--- src/rtl/mem_bus_arbiter_if.sv ---
// Bundles the two cache request ports and the tagged memory port around mem_bus_arbiter.
// A requester presents a command and holds it until the accept tag it sees is nonzero; that tag is the only completion.
interface mem_bus_arbiter_if #(
    parameter int XLEN = 32
);
    logic [1:0]      icache2arb_command;
    logic [XLEN-1:0] icache2arb_addr;
    logic [1:0]      dcache2arb_command;
    logic [XLEN-1:0] dcache2arb_addr;
    logic [63:0]     dcache2arb_data;
    logic [3:0]      mem2arb_response;
    logic [63:0]     mem2arb_data;
    logic [3:0]      mem2arb_tag;

    logic [1:0]      arb2mem_command;
    logic [XLEN-1:0] arb2mem_addr;
    logic [63:0]     arb2mem_data;
    logic [3:0]      arb2icache_response;
    logic [63:0]     arb2icache_data;
    logic [3:0]      arb2icache_tag;
    logic [3:0]      arb2dcache_response;
    logic [63:0]     arb2dcache_data;
    logic [3:0]      arb2dcache_tag;

    // Arbiter side: owns the shared memory port and the per-cache return paths.
    modport master (
        input  icache2arb_command, icache2arb_addr,
        input  dcache2arb_command, dcache2arb_addr, dcache2arb_data,
        input  mem2arb_response, mem2arb_data, mem2arb_tag,
        output arb2mem_command, arb2mem_addr, arb2mem_data,
        output arb2icache_response, arb2icache_data, arb2icache_tag,
        output arb2dcache_response, arb2dcache_data, arb2dcache_tag
    );

    // Environment side: caches and memory.
    modport slave (
        output icache2arb_command, icache2arb_addr,
        output dcache2arb_command, dcache2arb_addr, dcache2arb_data,
        output mem2arb_response, mem2arb_data, mem2arb_tag,
        input  arb2mem_command, arb2mem_addr, arb2mem_data,
        input  arb2icache_response, arb2icache_data, arb2icache_tag,
        input  arb2dcache_response, arb2dcache_data, arb2dcache_tag
    );
endinterface

--- src/rtl/mem_bus_arbiter.sv ---
// Shares one tagged memory port between icache (loads) and dcache (loads/stores), with
// starvation protection for icache and a per-tag owner table that routes returned data.
module mem_bus_arbiter #(
    parameter int STARVE_LIMIT = 4,
    parameter int NUM_TAGS     = 16
) (
    input  logic                     clock,
    input  logic                     reset,
    mem_bus_arbiter_if.master        bus,
    output logic [4:0]               outstanding_count,
    output logic                     tag_error,
    output logic [2:0]               starve_cnt
);
    localparam logic [1:0] BUS_NONE   = 2'd0;
    localparam logic [1:0] BUS_LOAD   = 2'd1;
    localparam logic [1:0] BUS_STORE  = 2'd2;
    localparam logic [2:0] STARVE_MAX = 3'(STARVE_LIMIT);

    logic                icache_req;
    logic                dcache_req;
    logic                grant_icache;
    logic                grant_dcache;
    logic                ret_present;
    logic                ret_hit;
    logic                ret_owner;
    logic                alloc_en;
    logic                alloc_owner;

    logic [NUM_TAGS-1:0] valid_q;
    logic [NUM_TAGS-1:0] valid_d;
    logic [NUM_TAGS-1:0] owner_q;
    logic [NUM_TAGS-1:0] owner_d;
    logic [2:0]          starve_d;
    logic                tag_error_d;
    logic [4:0]          count_d;

    // Request decode and grant; icache STORE is not a legal request and reads as idle.
    always_comb begin
        icache_req   = 1'b0;
        dcache_req   = 1'b0;
        grant_icache = 1'b0;
        grant_dcache = 1'b0;
        if (!reset) begin
            icache_req   = (bus.icache2arb_command == BUS_LOAD);
            dcache_req   = (bus.dcache2arb_command == BUS_LOAD) ||
                           (bus.dcache2arb_command == BUS_STORE);
            grant_icache = icache_req && (!dcache_req || (starve_cnt == STARVE_MAX));
            grant_dcache = dcache_req && !grant_icache;
        end
    end

    always_comb begin
        bus.arb2mem_command     = BUS_NONE;
        bus.arb2mem_addr        = '0;
        bus.arb2mem_data        = '0;
        bus.arb2icache_response = '0;
        bus.arb2dcache_response = '0;
        if (grant_icache) begin
            bus.arb2mem_command     = BUS_LOAD;
            bus.arb2mem_addr        = bus.icache2arb_addr;
            bus.arb2icache_response = bus.mem2arb_response;
        end else if (grant_dcache) begin
            bus.arb2mem_command     = bus.dcache2arb_command;
            bus.arb2mem_addr        = bus.dcache2arb_addr;
            bus.arb2mem_data        = bus.dcache2arb_data;
            bus.arb2dcache_response = bus.mem2arb_response;
        end
    end

    // Return lookup uses the owner as it stands before this cycle's allocation.
    always_comb begin
        ret_present = !reset && (bus.mem2arb_tag != 4'd0);
        ret_hit     = ret_present && valid_q[bus.mem2arb_tag];
        ret_owner   = owner_q[bus.mem2arb_tag];
        alloc_en    = (grant_icache ||
                       (grant_dcache && (bus.dcache2arb_command == BUS_LOAD))) &&
                      (bus.mem2arb_response != 4'd0);
        alloc_owner = grant_dcache;
    end

    always_comb begin
        bus.arb2icache_tag  = '0;
        bus.arb2icache_data = '0;
        bus.arb2dcache_tag  = '0;
        bus.arb2dcache_data = '0;
        if (ret_hit && !ret_owner) begin
            bus.arb2icache_tag  = bus.mem2arb_tag;
            bus.arb2icache_data = bus.mem2arb_data;
        end
        if (ret_hit && ret_owner) begin
            bus.arb2dcache_tag  = bus.mem2arb_tag;
            bus.arb2dcache_data = bus.mem2arb_data;
        end
    end

    // Retire first, then allocate, so a same-tag reuse ends valid under the new owner.
    always_comb begin
        valid_d     = valid_q;
        owner_d     = owner_q;
        starve_d    = 3'd0;
        tag_error_d = tag_error || (ret_present && !ret_hit);
        if (ret_hit) begin
            valid_d[bus.mem2arb_tag] = 1'b0;
        end
        if (alloc_en) begin
            valid_d[bus.mem2arb_response] = 1'b1;
            owner_d[bus.mem2arb_response] = alloc_owner;
        end
        if (icache_req && !grant_icache) begin
            starve_d = (starve_cnt >= STARVE_MAX) ? STARVE_MAX : starve_cnt + 3'd1;
        end
        count_d = 5'($countones(valid_d));
    end

    always_ff @(posedge clock) begin
        if (reset) begin
            valid_q           <= '0;
            owner_q           <= '0;
            starve_cnt        <= 3'd0;
            tag_error         <= 1'b0;
            outstanding_count <= 5'd0;
        end else begin
            valid_q           <= valid_d;
            owner_q           <= owner_d;
            starve_cnt        <= starve_d;
            tag_error         <= tag_error_d;
            outstanding_count <= count_d;
        end
    end
endmodule

--- src/flat_wrapper.sv ---
// flat-port wrapper written by rule: the top's interface ports become plain ports
module mem_bus_arbiter_flat 
#(
    parameter int STARVE_LIMIT = 4,
    parameter int NUM_TAGS     = 16
)
  (clock, reset, outstanding_count, tag_error, starve_cnt, bus_icache2arb_command, bus_icache2arb_addr, bus_dcache2arb_command, bus_dcache2arb_addr, bus_dcache2arb_data, bus_mem2arb_response, bus_mem2arb_data, bus_mem2arb_tag, bus_arb2mem_command, bus_arb2mem_addr, bus_arb2mem_data, bus_arb2icache_response, bus_arb2icache_data, bus_arb2icache_tag, bus_arb2dcache_response, bus_arb2dcache_data, bus_arb2dcache_tag);
  mem_bus_arbiter_if #(.XLEN((32))) bus_i ();
  input  logic clock;
  input  logic reset;
  output logic [4:0] outstanding_count;
  output logic tag_error;
  output logic [2:0] starve_cnt;
  input wire logic [$bits(bus_i.icache2arb_command)-1:0] bus_icache2arb_command;
  input wire logic [$bits(bus_i.icache2arb_addr)-1:0] bus_icache2arb_addr;
  input wire logic [$bits(bus_i.dcache2arb_command)-1:0] bus_dcache2arb_command;
  input wire logic [$bits(bus_i.dcache2arb_addr)-1:0] bus_dcache2arb_addr;
  input wire logic [$bits(bus_i.dcache2arb_data)-1:0] bus_dcache2arb_data;
  input wire logic [$bits(bus_i.mem2arb_response)-1:0] bus_mem2arb_response;
  input wire logic [$bits(bus_i.mem2arb_data)-1:0] bus_mem2arb_data;
  input wire logic [$bits(bus_i.mem2arb_tag)-1:0] bus_mem2arb_tag;
  output wire logic [$bits(bus_i.arb2mem_command)-1:0] bus_arb2mem_command;
  output wire logic [$bits(bus_i.arb2mem_addr)-1:0] bus_arb2mem_addr;
  output wire logic [$bits(bus_i.arb2mem_data)-1:0] bus_arb2mem_data;
  output wire logic [$bits(bus_i.arb2icache_response)-1:0] bus_arb2icache_response;
  output wire logic [$bits(bus_i.arb2icache_data)-1:0] bus_arb2icache_data;
  output wire logic [$bits(bus_i.arb2icache_tag)-1:0] bus_arb2icache_tag;
  output wire logic [$bits(bus_i.arb2dcache_response)-1:0] bus_arb2dcache_response;
  output wire logic [$bits(bus_i.arb2dcache_data)-1:0] bus_arb2dcache_data;
  output wire logic [$bits(bus_i.arb2dcache_tag)-1:0] bus_arb2dcache_tag;
  assign bus_i.icache2arb_command = bus_icache2arb_command;
  assign bus_i.icache2arb_addr = bus_icache2arb_addr;
  assign bus_i.dcache2arb_command = bus_dcache2arb_command;
  assign bus_i.dcache2arb_addr = bus_dcache2arb_addr;
  assign bus_i.dcache2arb_data = bus_dcache2arb_data;
  assign bus_i.mem2arb_response = bus_mem2arb_response;
  assign bus_i.mem2arb_data = bus_mem2arb_data;
  assign bus_i.mem2arb_tag = bus_mem2arb_tag;
  assign bus_arb2mem_command = bus_i.arb2mem_command;
  assign bus_arb2mem_addr = bus_i.arb2mem_addr;
  assign bus_arb2mem_data = bus_i.arb2mem_data;
  assign bus_arb2icache_response = bus_i.arb2icache_response;
  assign bus_arb2icache_data = bus_i.arb2icache_data;
  assign bus_arb2icache_tag = bus_i.arb2icache_tag;
  assign bus_arb2dcache_response = bus_i.arb2dcache_response;
  assign bus_arb2dcache_data = bus_i.arb2dcache_data;
  assign bus_arb2dcache_tag = bus_i.arb2dcache_tag;
  mem_bus_arbiter #(.STARVE_LIMIT(STARVE_LIMIT), .NUM_TAGS(NUM_TAGS)) u_core (.clock(clock), .reset(reset), .bus(bus_i), .outstanding_count(outstanding_count), .tag_error(tag_error), .starve_cnt(starve_cnt));
endmodule
--- config.mk ---
export PLATFORM = sky130hd
export DESIGN_NAME = mem_bus_arbiter_flat
export DESIGN_NICKNAME = d
export VERILOG_FILES = /design/src/rtl/mem_bus_arbiter_if.sv /design/src/rtl/mem_bus_arbiter.sv /design/src/flat_wrapper.sv
export SDC_FILE = /design/constraint.sdc
export NUM_CORES = 1
export LEC_CHECK = 0
export CORE_AREA = 2 2 175 177
export CTS_BUF_LIST = sky130_fd_sc_hd__clkbuf_4
export DETAILED_ROUTE_END_ITERATION = 8
export DIE_AREA = 0 0 177 179
export DONT_BUFFER_PORTS = 1
export SLEW_MARGIN = 20
export SYNTH_ARGS = -nofsm -noshare
export SYNTH_HDL_FRONTEND = slang
export SYNTH_SLANG_ARGS = --single-unit
--- constraint.sdc ---
create_clock -name clock -period 6.5 [get_ports clock]
set_input_delay 1.3 -clock clock [delete_from_list [all_inputs] [get_ports clock]]
set_output_delay 1.3 -clock clock [all_outputs]
set_load 0.05 [all_outputs]
# == Yosys cells after proc, flatten, opt, wreduce, memory -nomap -nowiden ==
# Index checks and enable logic that the tools add are counted.
# word_totals
regBits,41
latchBits,0
ram_bits,0
mem_bits_ro,0
in_bits,206
output_inout_bits,251
word_cells,89
n_memories,0
# classes
add_sub_neg,16
n_mul,0
div,0
magnitude_cmp,5
eq_ne,4
shifts,0
mux,28
bitwise,4
reduce_logical,26
# ops
cell,n
$mux 64,4
$mux 32,2
$add 5x5->5,7
$mux 16,2
$mux 4,5
$add 1x1->2,8
$and 16x16->16,1
$bwmux 16,1
$not 16->16,1
$or 16x16->16,1
$logic_and 1x1->1,12
$lt 4x5->1 const B,2
$bmux 1 s4,2
$demux 1 s4,2
$ge 4x1->1 const B,2
$reduce_bool 4->1,2
$mux 1,7
$logic_not 1->1,6
$eq 2x1->1 const B,2
$logic_or 1x1->1,4
$mux 2,2
$add 3x1->3 const B,1
$eq 3x3->1 const B,1
$ge 3x3->1 const B,1
5 further kinds,5

# == Depth between registers and ports, before layout ==
# depth
depth_word,16
depth_mapped,20

# == Worst setup path after synthesis ==
# OpenSTA, ideal clock, no wires.
# synth_timing
path_kind,input to register
startpoint,input port bus_dcache2arb_command[1]
endpoint,register u_core.outstanding_count[3]
setup_ps,128
arrival_time_ps,5608
setup_slack_ps,765
path_stages,17
n_path_buf,0
cell_sequence,inv_1 ha_1 nor2_1 a32oi_1 or3_1 nand2_1 ha_1 inv_1 fa_1 inv_1 fa_1 fa_1 fa_1 ha_1 fa_1 xnor2_1 nor2_1
# synth_between
elab_chain_cells,16
# synth_lines
element,line_no,source
"start, declared",flat_wrapper.sv:16,input wire logic [$bits(bus_i.dcache2arb_command)-1:0] bus_dcache2arb_command;
$eq 2x1->1 / $eq 2x2->1 (equally long branches),"mem_bus_arbiter.sv:45, mem_bus_arbiter.sv:76, mem_bus_arbiter.sv:46",
$logic_or 1x1->1,mem_bus_arbiter.sv:45,dcache_req = (bus.dcache2arb_command == BUS_LOAD) ||
$logic_not 1->1,mem_bus_arbiter.sv:47,grant_icache = icache_req && (!dcache_req || (starve_cnt == STARVE_MAX));
$logic_or 1x1->1,mem_bus_arbiter.sv:47,
$logic_and 1x1->1,mem_bus_arbiter.sv:47,
$logic_not 1->1,mem_bus_arbiter.sv:48,grant_dcache = dcache_req && !grant_icache;
$logic_and 1x1->1,mem_bus_arbiter.sv:48,
$mux 1,mem_bus_arbiter.sv:43,if (!reset) begin
$logic_and 1x1->1,mem_bus_arbiter.sv:76,(grant_dcache && (bus.dcache2arb_command == BUS_LOAD))) &&
$logic_or 1x1->1 *,mem_bus_arbiter.sv:75,alloc_en = (grant_icache ||
$logic_and 1x1->1 *,mem_bus_arbiter.sv:76,
$mux 16 *,mem_bus_arbiter.sv:105,if (alloc_en) begin
named net u_core.valid_d[14],mem_bus_arbiter.sv:30,logic [NUM_TAGS-1:0] valid_d;
$add 1x1->2 (not written as such) *,mem_bus_arbiter.sv:112,count_d = 5'($countones(valid_d));
$add 5x5->5 (not written as such) * (3 in a row),mem_bus_arbiter.sv:112,
"end signal, assigned",mem_bus_arbiter.sv:127,outstanding_count <= count_d;
"end, declared",mem_bus_arbiter.sv:10,"output logic [4:0] outstanding_count,"
# Mark *: on every way through the listed nets, which the timed path passes. The rest lies on a longest branch.
# A chain may end at the register's enable or synchronous reset.

# == Final worst setup path ==
# Same ends and word-level chain as after synthesis.

==> flow_summary.json <==
{
  "run_status": "completed",
  "grt_setup_unrepaired": "no",
  "synth_simple_gate_area_share_pct": 41.83,
  "num_vias": 4525,
  "hold_buffers_post_cts": 0,
  "total_wirelength_of_the_detailed_routed_design_um": 20460,
  "placement.io_buffers": 0,
  "mostFrequentLayoutCell": "and3_1",
  "htree_num_levels": 2,
  "post_synth_inst_count": 585,
  "cell_area_synth_um2": 4534,
  "timing.setup.critical_path_class": "primary input to flip-flop",
  "fillers": 3408,
  "setup_violations": 0,
  "post-synth-top-area-fraction_pct": 28.42,
  "timing.final.crit_share_pct": 86.61,
  "final_layout_size_suffix_gt1_share_pct": 6.916,
  "synth_fp_nets": 818,
  "finalInstanceArea_um2": 4770,
  "synth-edff-count": 0,
  "power_leakage_nw": 2.574,
  "post-cts-setup-buffer-count": 0,
  "crit_arrival_ns": 5.89,
  "timing.critical_path.fanout_max": 7,
  "grt_usage_pct": 11.72,
  "initial_core_util_pct": 15.10,
  "synth.avg_cell_area_um2": 7.751,
  "required_ns": 6.76,
  "synth-seq-cells": 41,
  "worst_hold_path_type": "flip-flop to flip-flop",
  "sequential_cell_area_um2": 820.8,
  "dominant_combinational_cell_family_by_area_after_synthesis": "simple AND/OR/NAND/NOR gates",
  "place_congestion": 1.043,
  "multi_input_area_um2": 3247,
  "period_needed_ns": 5.630,
  "hold_violations": 0,
  "grt_pass1_wl_um": 27040,
  "cts_buffer_depth": 2,
  "drc_errors": 0,
  "worst_setup_hold_path_clk_slew_ns": 0.14,
  "synth_largest_area_cell": "and3_1",
  "max_slew_margin_pct": 32.40,
  "placement_rows": 64,
  "synthMuxAreaShare_pct": 7.506,
  "detailed_placement_wirelength_estimate_um": 17130,
  "flow.area_growth_from_synthesis_pct": 5.188,
  "tritoncts.num_buffers": 5,
  "synth_flop_cell": "dfxtp_1",
  "number_of_global_route_vias_before_repair": 3931,
  "drt-initial-drc-count": 321,
  "vdd.ir_drop.worst_mv": 0.05632,
  "die_h_um": 179,
  "clock-skew-final_ns": 0.009778,
  "synth_sequential_area_ratio_pct": 18.10,
  "timing_worst_slew_pin_value_ns": 1.012,
  "fmax_mhz": 177.6,
  "share_of_flip_flops_with_an_asynchronous_set_or_reset_after_synthesis_pct": 0,
  "detailed_place.area_um2": 4708,
  "drt_pass1_iterations": 5,
  "post_cts.resized_instances": 0,
  "final_cell_mix": "206 x and3_1, 41 x dfxtp_1, 32 x a22o_1, 25 x nor2_1",
  "grt_start_max_net_pins": 79,
  "post_synthesis_share_of_cell_area_spent_on_xor_and_xnor_gates_pct": 0.1932,
  "ys_warn_count": 0,
  "finalMaxSlewViolations": 0,
  "max_cap_viol_count": 0,
  "ys_top_cells_by_area": "and3_1 28%, dfxtp_1 18%, a22o_1 6.2%",
  "std_cell_core_area_um2": 30030,
  "post_synth_fa_ha_maj_area_fraction_pct": 9.272,
  "worstSkewPairLatency_ns": 0.36,
  "avgViaCountPerCell": 4.850,
  "die-area_um2": 31680,
  "detail-route-antenna-nets": 0,
  "cts_tree": "done",
  "ctsRootBufferMaster": "clkbuf_4",
  "ios": 457,
  "cellPowerDensity_nw_per_um2": 144.3,
  "antenna_found_initial": 9,
  "floorplan.die.width_um": 177,
  "setup_tns_final_ns": 0,
  "clock_sinks": 41,
  "setup.worst_path.start_class": "primary input",
  "worstSetupEndpointType": "flip-flop",
  "wl_per_cell_um": 21.93,
  "synth-compound-area-share_pct": 12.56,
  "grt_overflow": 0,
  "final_nets": 767,
  "post_synth_num_cell_types": 45
}
## path summary, 6_finish.rpt
path,startpoint,endpoint,slack [ns],cells after the start
worst max register to register,u_core.starve_cnt[0],u_core.outstanding_count[3],1.09,19
worst min-delay path,u_core.owner_q[9],u_core.owner_q[9],0.46,2
worst max-delay path,bus_dcache2arb_command[1],u_core.outstanding_count[3],0.87,19
worst min register to register,u_core.owner_q[9],u_core.owner_q[9],0.46,2
## worst max-delay path, cell delays in order
cell	delay [ns]
inv_1	0.04
ha_1	0.33
a21o_1	0.23
a32oi_1	0.40
nor3_1	0.17
a21o_1	0.19
ha_1	0.27
inv_1	0.05
fa_1	0.54
inv_1	0.06
fa_1	0.53
inv_1	0.05
fa_1	0.38
inv_1	0.08
fa_1	0.43
ha_1	0.24
fa_1	0.39
xnor2_1	0.16
nor2_1	0.05
## where the power goes
part           switching [mW]  total, mW  internal, mW
sequential            0.00886      0.263         0.254
combinational           0.245      0.293        0.0479
clock                  0.0914      0.132        0.0409
## cell usage after synthesis (all sizes together), types with 2 or more instances
cell type and instances:
nand3 16, o22ai 2, a31oi 6, nor3 7
clkbuf 42, and3 206, ha 16, mux2i 16
or2 3, nor2b 23, nand2 22, a22o 32
o21ai 10, a41oi 2, a21oi 20, nand2b 6
nor2 27, buf 24, mux2 2, nand4 3
fa 11, or3 3, a21o 4, nor4 2
dfxtp 41, inv 23, mux4 7
## sequential cells by signal, summed over array words and instances (netlist names)
register                  flops
u_core.owner_q               16
u_core.valid_q               16
u_core.outstanding_count      5
u_core.tag_error              1
u_core.starve_cnt             3
## stage by stage
step | cells | power [mW] | setup WS, ns | utilization (%) | hold slack, ns
2_1_floorplan | 585 | 0.5473 | 0.7649 | - | 0.4331
3_3_place_gp | 923 | 0.5598 | 0.6351 | 15.68 | 0.4373
3_5_place_dp | 923 | 0.5603 | 0.5328 | 15.68 | 0.4468
4_1_cts | 931 | 0.6984 | 0.9249 | 15.86 | 0.4661
5_1_grt | 932 | 0.7193 | 0.6224 | 15.88 | 0.4794
6_report | 933 | 0.6884 | 0.8705 | 15.88 | 0.4649
## final cells by class
cell class / count / area share [%]
tap: 396 / 10.39
clock inverter: 3 / 0.3673
sequential: 41 / 17.21
clock buffer: 5 / 0.7870
timing repair buffer: 8 / 1.259
inverter: 23 / 1.810
multi-input combinational: 455 / 68.07
antenna: 2 / 0.1049
## per-layer routing
metal,GRT usage [%],share of wire [%],up-vias
met1,14.37,41,2162
met2,20.53,48,322
met4,2.101,1.2,6
met5,1.442,0.42,-
li1,-,-,2011
met3,3.117,8.8,24
## kinds of logic after synthesis
kind of cell	Yosys count
AO/OA/AOI/OAI	79
XOR/XNOR	1
adder cells (fa/ha/maj)	27
buffers and inverters	89
flip-flops	41
multiplexers	25
AND/OR/NAND/NOR	323
Note: power is estimated with default switching activity, not from simulation.
==> RTL change, RTL diff (same flow settings) <==
`NUM_TAGS` is set to 16 in 2 places; all go to 17.
--- a/src/rtl/mem_bus_arbiter.sv
+++ b/src/rtl/mem_bus_arbiter.sv
@@ -4,3 +4,3 @@
     parameter int STARVE_LIMIT = 4,
-    parameter int NUM_TAGS     = 16
+    parameter int NUM_TAGS     = 17
 ) (
--- a/src/flat_wrapper.sv
+++ b/src/flat_wrapper.sv
@@ -4,3 +4,3 @@
     parameter int STARVE_LIMIT = 4,
-    parameter int NUM_TAGS     = 16
+    parameter int NUM_TAGS     = 17
 )
Behaviour: no difference found for any inputs over 4 cycles, from zero or initial values and one cycle with reset high; that may be too few to reach the edited logic, so the function may still have changed.
==> RTL change against the original RTL <==
Synthesized area is 0.52% lower. Wire length is 16% higher. Total power is 8.8% higher. Worst setup slack gained 41 ps. Critical endpoint unchanged. Sequential cell count stayed put. Clock power increased by 32%. Final area is 18% higher. Synthesized cell count decreased by 4.3%. Highest routed layer is now met4.
==> RTL change: results (changes against the original RTL) <==
| Metric | Value |
|---|---|
| Outcome | `finished, final reports clean` |
| Static leakage | `0.001906 uW (-26%)` |
| Post-CTS sizing | `0 (unchanged)` |
| Syn nets | `793 (-3.1%)` |
| Synth Area in Adders | `0.09320 (+0.0004887)` |
| Worst Path Arrival | `5860 ps (-30 ps)` |
| Vias per cell | `4.675 (-3.6%)` |
| Worst slew pin tran | `1082 ps (+70.41 ps)` |
| Main synth FF type | `dfxtp_1` |
| CTS Root Cell | `clkbuf_4` |
| # Post-CTS Setup Buffers | `0 (unchanged)` |
| Comb pwr share | `0.417 (-0.009)` |
| Placed cell area | `0.005524 mm^2 (+17%)` |
| DP Worst Slack | `532.5 ps (-0.2270 ps)` |
| Layout cells sized above 1 | `0.3538 (+0.2847)` |
| GRT Total Usage | `0.1366 (+0.01939)` |
| Synth top cells by count | `nor3b_1 (134), and2_1 (77), dfxtp_1 (41), a22o_1 (34), clkbuf_1 (32)` |
| Hpwl dp | `20,460 um (+19%)` |
| Synth area leaders | `nor3b_1 (22%), dfxtp_1 (18%), and2_1 (11%)` |
| Global-route wire length before repair | `30,190 um (+12%)` |
| Worst vdd ir | `0.08874 mV (+58%)` |
| CTS Buffer Depth | `2 (unchanged)` |
| Iter 0 DRT Violations | `265 (-17%)` |
| Initial antenna violation count | `14 (+5)` |
| Final WL | `23,660 um (+16%)` |
| Critical Path Max Stage Delay | `520 ps (-20 ps)` |
| GPL Wtd Cong | `0.9162 (-12%)` |
| H-tree Lvls | `2 (unchanged)` |
| Psw | `345.1 uW (about the same)` |
| Worst hold path class | `flip-flop to flip-flop` |
| Worst Skew | `15.99 ps (+6.209 ps)` |
| Largest net degree at the start of global routing | `102 (+29%)` |
| Skew-Pair Late Insertion Delay | `360 ps (about the same)` |
| Async SR Flop Fraction | `0 (unchanged)` |
| Fraction of power spent switching nets | `0.4610 (-0.04067)` |
| Crit-path slowest cell | `fa_1` |
| DR pass1 iterations | `6 (+1)` |
| Final nets | `752 (-2.0%)` |
| Vias in the first global route | `3,909 (-0.56%)` |
| Clk pin slew, worst setup/hold paths | `130 ps` |
| I/O Buffers | `0 (unchanged)` |
| Dpl cells | `908 (-1.6%)` |
| Post-Syn Area per Cell | `8.055 um^2 (+3.9%)` |
| Finished Layout Cells | `921 (-1.3%)` |
| Synth Area in Compound Gates | `0.1320 (+0.006487)` |
| Delay-heaviest family, CP | `adder cells` |
| Largest registers | `u_core.owner_q: 16 flops, u_core.valid_q: 16 flops, u_core.outstanding_count: 5 flops` |
| Power Sequential | `263 uW (about the same)` |
| Yosys warns | `0 (unchanged)` |
| Total CTS buffers | `5 (unchanged)` |
| Mux cell area share after synthesis | `0.07379 (-0.001269)` |
| Distinct cell type count after synthesis | `41 (-8.9%)` |
| Crit path max fanout | `17 (+10)` |
| Post-synthesis xor/xnor area fraction | `0.001942 (+0.00001018)` |
| Sequential-to-total area share from yosys stat | `0.1820 (+0.0009540)` |
| Fillers | `3,275 (-3.9%)` |
RTL change: changes by cell type in the layout (fill, tap and decap cells not counted), moves of 3 or more:
cell / unedited run / this run
diode_2: 2 / 5
a21oi_1: 20 / 15
mux2i_1: 16 / 4
and2_1: 0 / 77
and3_1: 206 / 0
o31ai_1: 0 / 3
mux2_2: 2 / 16
nor3b_2: 0 / 134
nor3_1: 6 / 3
a221oi_1: 0 / 4
a31oi_1: 6 / 0
nor2_1: 25 / 11
inv_1: 23 / 27
RTL change: area by class of cell:
type	count	area [um^2]	area share
multi-input cells	433	4011	0.7143
flip-flops and latches	41	820.8	0.1462
well taps	396	495.5	0.08824
inverters	27	101.3	0.01805
repair buffers	11	95.09	0.01693
clock buffers	6	45.04	0.008021
clock inverters	2	33.78	0.006016
diodes	5	12.51	0.002228
RTL change: kinds of logic after synthesis:
group,count (synthesis)
and+or+nand+nor,303
buffers and inverters,86
AOI/OAI and AO/OA,77
DFF,41
adders and majority gates,27
muxes,25
xor gates and xnor gates,1
RTL change: final timing paths:
kind / slack (ps) / cells past startpoint / start / endpoint
worst max-delay path: 910 / 18 / bus_dcache2arb_command[1] / u_core.outstanding_count[3]
worst min-delay path: 470 / 1 / u_core.owner_q[0] / u_core.owner_q[0]
worst max register to register: 1240 / 18 / u_core.starve_cnt[0] / u_core.outstanding_count[3]
worst min register to register: 470 / 1 / u_core.owner_q[0] / u_core.owner_q[0]
RTL change: layer usage:
layer / GRT usage / share of wire / vias up
met4: 0.04373 / 0.020 / 0
li1: - / - / 1874
met1: 0.1328 / 0.32 / 2037
met2: 0.2746 / 0.56 / 361
met5: 0 / 0 / -
met3: 0.03753 / 0.097 / 34
